## config.mk

```make
export PLATFORM = sky130hd
export DESIGN_NAME = mux_rr_arb_n
export DESIGN_NICKNAME = d
export VERILOG_FILES = /design/src/rtl/mux_rr_arb_n.sv
export SDC_FILE = /design/constraint.sdc
export NUM_CORES = 1
export LEC_CHECK = 0
export ABC_AREA = 1
export CORE_MARGIN = 4
export CORE_UTILIZATION = 35
export CTS_CLUSTER_DIAMETER = 100
export DETAILED_ROUTE_END_ITERATION = 10
export HOLD_SLACK_MARGIN = 0.05
export PLACE_DENSITY = 0.66
export SLEW_MARGIN = 30
export SYNTH_ARGS = -nofsm -noshare
export SYNTH_HDL_FRONTEND = slang
export SYNTH_SLANG_ARGS = --single-unit
```

## constraint.sdc

```tcl
create_clock -name clk -period 4.4 [get_ports clk]
set_input_delay 0.88 -clock clk [delete_from_list [all_inputs] [get_ports clk]]
set_output_delay 0.88 -clock clk [all_outputs]
set_load 0.01 [all_outputs]
```

## src/rtl/mux_rr_arb_n.sv

```systemverilog
// CH-to-1 valid/ready channel merger with a registered output stage.
// Grant is fixed by sel (mode=0) or rotates fairly from rr_ptr (mode=1).
module mux_rr_arb_n #(
  parameter int W  = 8,
  parameter int CH = 8,
  parameter int SW = 3,
  parameter int CW = 16
) (
  input  logic            clk,
  input  logic            rst_n,
  input  logic            mode,
  input  logic [SW-1:0]   sel,
  input  logic [CH*W-1:0] in_data,
  input  logic [CH-1:0]   in_valid,
  output logic [CH-1:0]   in_ready,
  output logic [W-1:0]    out_data,
  output logic [SW-1:0]   out_ch,
  output logic            out_valid,
  input  logic            out_ready,
  output logic [CW-1:0]   xfer_cnt
);

  localparam logic [SW:0] CH_L = CH[SW:0];

  logic [W-1:0]  out_data_q,  out_data_d;
  logic [SW-1:0] out_ch_q,    out_ch_d;
  logic          out_valid_q, out_valid_d;
  logic [CW-1:0] xfer_cnt_q,  xfer_cnt_d;
  logic [SW-1:0] rr_ptr_q,    rr_ptr_d;

  logic          load_en;
  logic          grant_valid;
  logic [SW-1:0] grant_idx;
  logic [SW:0]   rr_sum;
  logic          xfer;

  assign load_en = !out_valid_q || out_ready;

  // Round-robin: scan offsets from the far end so the closest valid channel
  // after rr_ptr is the last (winning) assignment.
  always_comb begin
    grant_valid = 1'b0;
    grant_idx   = '0;
    rr_sum      = '0;
    if (!mode) begin
      if (({1'b0, sel} < CH_L) && in_valid[sel]) begin
        grant_valid = 1'b1;
        grant_idx   = sel;
      end
    end else begin
      for (int i = CH - 1; i >= 0; i--) begin
        rr_sum = {1'b0, rr_ptr_q} + (SW+1)'(i);
        if (rr_sum >= CH_L) rr_sum = rr_sum - CH_L;
        if (in_valid[rr_sum[SW-1:0]]) begin
          grant_valid = 1'b1;
          grant_idx   = rr_sum[SW-1:0];
        end
      end
    end
  end

  assign xfer     = grant_valid && load_en;
  assign in_ready = xfer ? (CH'(1) << grant_idx) : '0;

  always_comb begin
    out_data_d  = out_data_q;
    out_ch_d    = out_ch_q;
    out_valid_d = out_valid_q;
    xfer_cnt_d  = xfer_cnt_q;
    rr_ptr_d    = rr_ptr_q;
    if (xfer) begin
      out_data_d  = in_data[grant_idx*W +: W];
      out_ch_d    = grant_idx;
      out_valid_d = 1'b1;
      xfer_cnt_d  = xfer_cnt_q + CW'(1);
      if (mode) rr_ptr_d = (grant_idx == SW'(CH - 1)) ? '0 : grant_idx + SW'(1);
    end else if (load_en) begin
      out_valid_d = 1'b0;
    end
  end

  always_ff @(posedge clk) begin
    if (!rst_n) begin
      out_data_q  <= '0;
      out_ch_q    <= '0;
      out_valid_q <= 1'b0;
      xfer_cnt_q  <= '0;
      rr_ptr_q    <= '0;
    end else begin
      out_data_q  <= out_data_d;
      out_ch_q    <= out_ch_d;
      out_valid_q <= out_valid_d;
      xfer_cnt_q  <= xfer_cnt_d;
      rr_ptr_q    <= rr_ptr_d;
    end
  end

  assign out_data  = out_data_q;
  assign out_ch    = out_ch_q;
  assign out_valid = out_valid_q;
  assign xfer_cnt  = xfer_cnt_q;

endmodule

```

======== After elaboration in Yosys (flattened, before gate mapping) ========
Index checks and enable logic that the tools add are counted.
word-level totals
  output and inout port bits .............. 36
  latch bits .............................. 0
  bits of input ports ..................... 79
  word-level logic and storage cells ...... 105
  bits in writable memories ............... 0
  flip-flop bits (word level) ............. 31
  memory bits (read-only) ................. 0
  memories ................................ 0
cells by class
  bitwise logic cells ..................... 0
  multiply operators ...................... 0
  divide/modulo/power cells ............... 0
  mux-type cells .......................... 58
  shifts and indexed selects .............. 2
  reduce and logical (&&, ||, !) cells .... 5
  equal/unequal tests ..................... 1
  add/sub/neg operators ................... 17
  $lt $le $gt $ge ......................... 17
operators with widths
  kind                                                                number
  2-to-1 mux 3 bit                                                    27
  indexed part select 64 x 7 -> 8 bit                                 1
  less-than comparator 3 x 4 -> 1 bit (second input constant)         9
  greater-or-equal comparator 4 bit (second input constant)           7
  binary-select mux 1 bit (select 3 bit)                              9
  subtractor 3 x 1 -> 3 bit (second input constant)                   8
  2-to-1 mux 1 bit                                                    21
  adder 16 x 1 -> 16 bit (second input constant)                      1
  adder 3 x 3 -> 4 bit (second input constant)                        4
  adder 3 x 2 -> 4 bit (second input constant)                        2
  2-to-1 mux 8 bit                                                    1
  << shifter 1 x 3 -> 8 bit (first input constant)                    1
  adder 3 x 1 -> 4 bit (second input constant)                        1
  greater-or-equal comparator 3 x 4 -> 1 bit (second input constant)  1
  adder 3 x 1 -> 3 bit (second input constant)                        1
  equality test 3 bit (second input constant)                         1
  AND reduction 2 bit                                                 1
  nonzero test 2 bit                                                  1
  logical AND 1 bit                                                   1
  logical NOT 1 bit                                                   1
  logical OR 1 bit                                                    1

======== Longest topological paths before layout ========
Gate-level depths: netlist of the first run.
  depth after elaboration ................. 17
  gate-level depth with buffers ........... 27
  gate-level depth less buffers ........... 25

======== Least setup slack after synthesis of the first run ========
OpenSTA, ideal clock, no wires.
  path type ............................... register -> output
  start point ............................. reg rr_ptr_q[0]
  end point ............................... out in_ready[7]
  cell stages (with the launch flop) ...... 20
  buffers on the path ..................... 3
  setup slack ............................. 909 ps
  arrival ................................. 2611 ps
  required time ........................... 3520 ps
  cells stage by stage .................... dfxtp_1 -> buf_6 -> inv_2 -> buf_6 -> ha_1 -> inv_1 -> nand3_1 -> nand3_1 -> nand2_2 -> o21ai_1 -> nand2_1 -> nand2_1 -> nand2_2 -> a21oi_4 -> nand2_4 -> nand2_4 -> buf_4 -> ha_1 -> nand2_1 -> nor2_1
between the ends
  longest elaborated chain between the ends .. 17
  elaborated cells on any way between the ends .. 76
  those cells by class .................... add/sub (15); order compare (8); shift (1); mux (51); reduce/logical (1)
ends and longest elaborated chain
  item                                                                                   RTL line  RTL
  start: declaration                                                                     29        logic [SW-1:0] rr_ptr_q, rr_ptr_d;
  start signal: assignment                                                               94        rr_ptr_q <= rr_ptr_d;
  adder 3 x 3 -> 4 bit                                                                   52        rr_sum = {1'b0, rr_ptr_q} + (SW+1)'(i);
  greater-or-equal comparator 4 bit / subtractor 3 x 1 -> 3 bit (equally long branches)  53        if (rr_sum >= CH_L) rr_sum = rr_sum - CH_L;
  2-to-1 mux 3 bit                                                                       53
  2-to-1 mux 3 bit                                                                       45        if (!mode) begin
  binary-select mux 1 bit (select 3 bit)                                                 54        if (in_valid[rr_sum[SW-1:0]]) begin
  2-to-1 mux 1 bit (not written as such)                                                 54
  2-to-1 mux 3 bit / 2-to-1 mux 1 bit (equally long branches) (8 in a row)               54
  2-to-1 mux 3 bit / 2-to-1 mux 1 bit (equally long branches)                            45
  << shifter 1 x 3 -> 8 bit / logical AND 1 bit (equally long branches)                  63, 62
  2-to-1 mux 8 bit *                                                                     63        assign in_ready = xfer ? (CH'(1) << grant_idx) : '0;
  end: declaration                                                                       15        output logic [CH-1:0] in_ready,
Every way passes the cells marked *; elsewhere a longest branch is shown, timed or not. The select of a mux whose other input is x is not followed.

======== Final worst setup path of the first run ========
  start point ............................. in in_valid[4]
  end point ............................... out in_ready[2]
between the ends
  longest elaborated chain between the ends .. 13
  elaborated cells on any way between the ends .. 41
  those cells by class .................... shift (1); mux (39); reduce/logical (1)
ends and longest elaborated chain
  item                                                                      RTL line  RTL
  start: declaration                                                        14        input logic [CH-1:0] in_valid,
  binary-select mux 1 bit (select 3 bit)                                    54
  2-to-1 mux 1 bit (not written as such)                                    54
  2-to-1 mux 3 bit / 2-to-1 mux 1 bit (equally long branches) (8 in a row)  54
  2-to-1 mux 3 bit / 2-to-1 mux 1 bit (equally long branches)               45
  << shifter 1 x 3 -> 8 bit / logical AND 1 bit (equally long branches)     63, 62
  2-to-1 mux 8 bit *                                                        63
Marked as above.

==> results of run 1 <==
worst min path at each step:
stage / start / end / slack (ns) / cells past startpoint
final: xfer_cnt[12]$_SDFFE_PN0P_ / xfer_cnt[12]$_SDFFE_PN0P_ / 0.47 / 2
after detailed placement: xfer_cnt[12]$_SDFFE_PN0P_ / xfer_cnt[12]$_SDFFE_PN0P_ / 0.46 / 2
after CTS: xfer_cnt[12]$_SDFFE_PN0P_ / xfer_cnt[12]$_SDFFE_PN0P_ / 0.47 / 2
after floorplan: xfer_cnt[12]$_SDFFE_PN0P_ / xfer_cnt[12]$_SDFFE_PN0P_ / 0.48 / 2
after global routing: xfer_cnt[15]$_SDFFE_PN0P_ / xfer_cnt[15]$_SDFFE_PN0P_ / 0.50 / 2
after global placement: xfer_cnt[15]$_SDFFE_PN0P_ / xfer_cnt[15]$_SDFFE_PN0P_ / 0.45 / 2
layout by cell type, fill, tap and decap left out, drive strengths merged:
cell type / netlist / routed
clkbuf: 5 / 5
a31oi: 1 / 1
clkinv: 0 / 2
a21oi: 21 / 21
o21a: 1 / 1
clkdlybuf4s50: 0 / 105
o211a: 1 / 1
o32ai: 2 / 2
or2: 1 / 1
nor4: 1 / 1
xnor2: 1 / 1
dlymetal6s2s: 0 / 9
bufinv: 0 / 1
nand4: 3 / 3
nand3b: 9 / 9
nand3: 98 / 98
o211ai: 3 / 3
and3: 2 / 2
buf: 15 / 14
mux2: 1 / 1
nor2: 30 / 30
inv: 79 / 79
nand2: 189 / 189
ha: 4 / 4
dfxtp: 31 / 31
o21ai: 19 / 19
nor3: 6 / 6
xor2: 4 / 4
stage by stage:
stage	total power (W)	instance area, µm²	setup WS (ns)	hold slack [ns]	util (%)
5_1_grt	0.00148	4380	0.238	0.498	53.0
4_1_cts	0.00136	4330	0.00864	0.472	52.5
3_3_place_gp	0.00107	4220	0.0887	0.450	51.1
2_1_floorplan	0.000824	2980	0.909	0.479	-
6_report	0.00135	4380	0.469	0.467	53.0
3_5_place_dp	0.00107	4220	0.0280	0.462	51.1
layer usage:
metal  up-vias  share of wire (%)  routed length, µm  track usage, %
met5         -                  0                  0               0
met4         0                1.2                116            3.42
met3        14                6.1                597            4.52
met2        99                 46               4520            32.4
met1      1655                 46               4480            26.5
li1       1913                  -                  -               -
power by group:
part | switching [W] | total (W) | internal, W | leakage, nW
clock | 0.000116 | 0.000285 | 0.000169 | 0.0581
combinational | 0.000433 | 0.000744 | 0.000311 | 1.98
sequential | 0.0000189 | 0.000326 | 0.000307 | 0.253
registers in the layout, summed over array words and instances, names as in the netlist:
register / count
xfer_cnt: 16
out_data: 8
out_ch: 3
rr_ptr_q: 3
out_valid: 1
critical path, stage by stage:
cell and delay, ns:
clkdlybuf4s50_1 0.47, nand2_1 0.12, nand3_1 0.11, nand3_1 0.15, nand2_1 0.07, nand2_1 0.08
nand2_1 0.06, nand3_1 0.06, nand3_1 0.06, nand2_1 0.07, nand2_1 0.05, nand3_1 0.06
nand3_1 0.07, nand2_1 0.10, nand2_1 0.12, nor2_2 0.13, inv_1 0.11, nor2_1 0.11
dlymetal6s2s_1 0.17
logic make-up (layout without fill, tap and decap cells):
group	Yosys count	count (layout)	synth area share (%)
and+or+nand+nor	339	339	51.6
buffers and inverters	99	215	14.5
AOI/OAI and AO/OA	48	48	9.49
DFF	31	31	20.8
xor gates and xnor gates	5	5	1.47
adders and majority gates	4	4	1.68
muxes	1	1	0.378
synthesized netlist by cell type, drive strengths merged:
library cell / count / area, µm²
a21oi: 21 / 120
a31oi: 1 / 6.26
and3: 2 / 12.5
buf: 15 / 118
clkbuf: 5 / 18.8
dfxtp: 31 / 621
ha: 4 / 50.1
inv: 79 / 297
mux2: 1 / 11.3
nand2: 189 / 762
nand3: 98 / 521
nand3b: 9 / 67.6
nand4: 3 / 18.8
nor2: 30 / 115
nor3: 6 / 30.0
nor4: 1 / 6.26
o211a: 1 / 10.0
o211ai: 3 / 22.5
o21a: 1 / 7.51
o21ai: 19 / 98.9
o32ai: 2 / 17.5
or2: 1 / 6.26
xnor2: 1 / 8.76
xor2: 4 / 35.0
repair_timing:
| item | CTS | global route |
|---|---|---|
| endpoints found under the hold margin | 0 | 0 |
| endpoints found under the setup margin | 0 | 8 |
| resized for setup | 0 | 14 |
layout make-up:
| class | count | area (µm²) | area share, % |
|---|---|---|---|
| tap | 105 | 131 | 3.00 |
| clock buffer | 5 | 68.8 | 1.57 |
| clock inverter | 3 | 43.8 | 1.00 |
| multi-input combinational | 397 | 1950 | 44.5 |
| inverter | 79 | 297 | 6.78 |
| timing repair buffer | 128 | 1270 | 29.0 |
| sequential | 31 | 621 | 14.2 |
==> flow_summary.toml, run 1 <==
[timing]
final-hold-violation-count = 0
setup_viol = 0
worst_pin_slew_ns = 0.354
fin_crit_ns = 3.93
period_share_pct = 89.3
fmax_mhz = 254
slew_headroom_pct = 76.3
final_max_slew_viol_count = 0
rsz0062_at_grt = "no"
finalClockSkew_ns = 0.00702
timing.setup.tns_ns = 0

[worst_setup_path]
cp_data_required_time_ns = 3.52
critPathArrivalTime_ns = 3.05
rrSetupSlack_ns = 1.30
start_kind = "input pin"
worstPathMaxFanout = 5
worstSetupPathType = "input pin to output port"
reg2reg_depth = 18
rr_endpoint = "xfer_cnt[9]$_SDFFE_PN0P_"
r2r-start = "rr_ptr_q[0]$_SDFFE_PN0P_"
crit_path_end = "in_ready[2]"
crit_path_start = "in_valid[4]"
cp-end-kind = "output port"

[floorplan]
design.die.area_um2 = 10100
start_util_pct = 36.1
die_x_um = 100
num_rows = 33
core_um2 = 8260
ios = 115
die_h_um = 100

[routing]
drt_iter0_drc = 138
drc_errors = 0
ant_nets = 0
dr.pass1.iters = 4
num_vias = 3681
wl_per_cell_um = 13.0
routed_wl_mm = 9.71
via_per_inst = 4.92

[layout]
finalNonFillerCells = 748
num_antenna_cells = 0
layout-drive-gt1-share_pct = 9.33
fillerInstances = 844
syn_to_final_growth_pct = 46.8
fin_nets = 725

[clock_tree]
path_clk_slew_ns = 0.08
cts_buffer_depth = 2
cts_made_buffers = 5
htreeDepth = 2
insertion_delay_ns = 0.28
root_buffer = "clkbuf_8"
hold_buffers = 0
cts_setup_buffers = 0
clock-sinks = 31
cts_tree = "built"

[power]
leakage_nw = 2.29
p_per_area_nw_per_um2 = 310
ir_worst_vdd_mv = 0.209

[global_route]
grt_start_max_net_pins = 33
grt_use_total_pct = 19.6
overflow = 0
grt_pass1_vias = 3558
grt_pass1_wl_mm = 16.4
antenna_found_initial = 0

[yosys]
avgSynthCellArea_um2 = 5.66
synthesis.nets = 610
ys_ff_latch = 31
synth_cell_types = 36
ys_warn_count = 0
yosysSeqAreaShare_pct = 20.8
synth_area_um2 = 2980
syn_inst = 527

[placement]
dp_hpwl_mm = 7.67
dp.cells = 740
gp_congestion = 0.955
port_buffers = 114

[hold_path]
hold_class = "flop to flop"

[status]
status = "complete, no violations"

[flow_run]
drv_cap = 0
(Power assumes the default switching activity.)
==> run 2: changes to the inputs <==
Settings changed: CAP_MARGIN from default to 10.
==> results of run 2 <==
Final layout, timing and power as in run 1 (identical DEF).
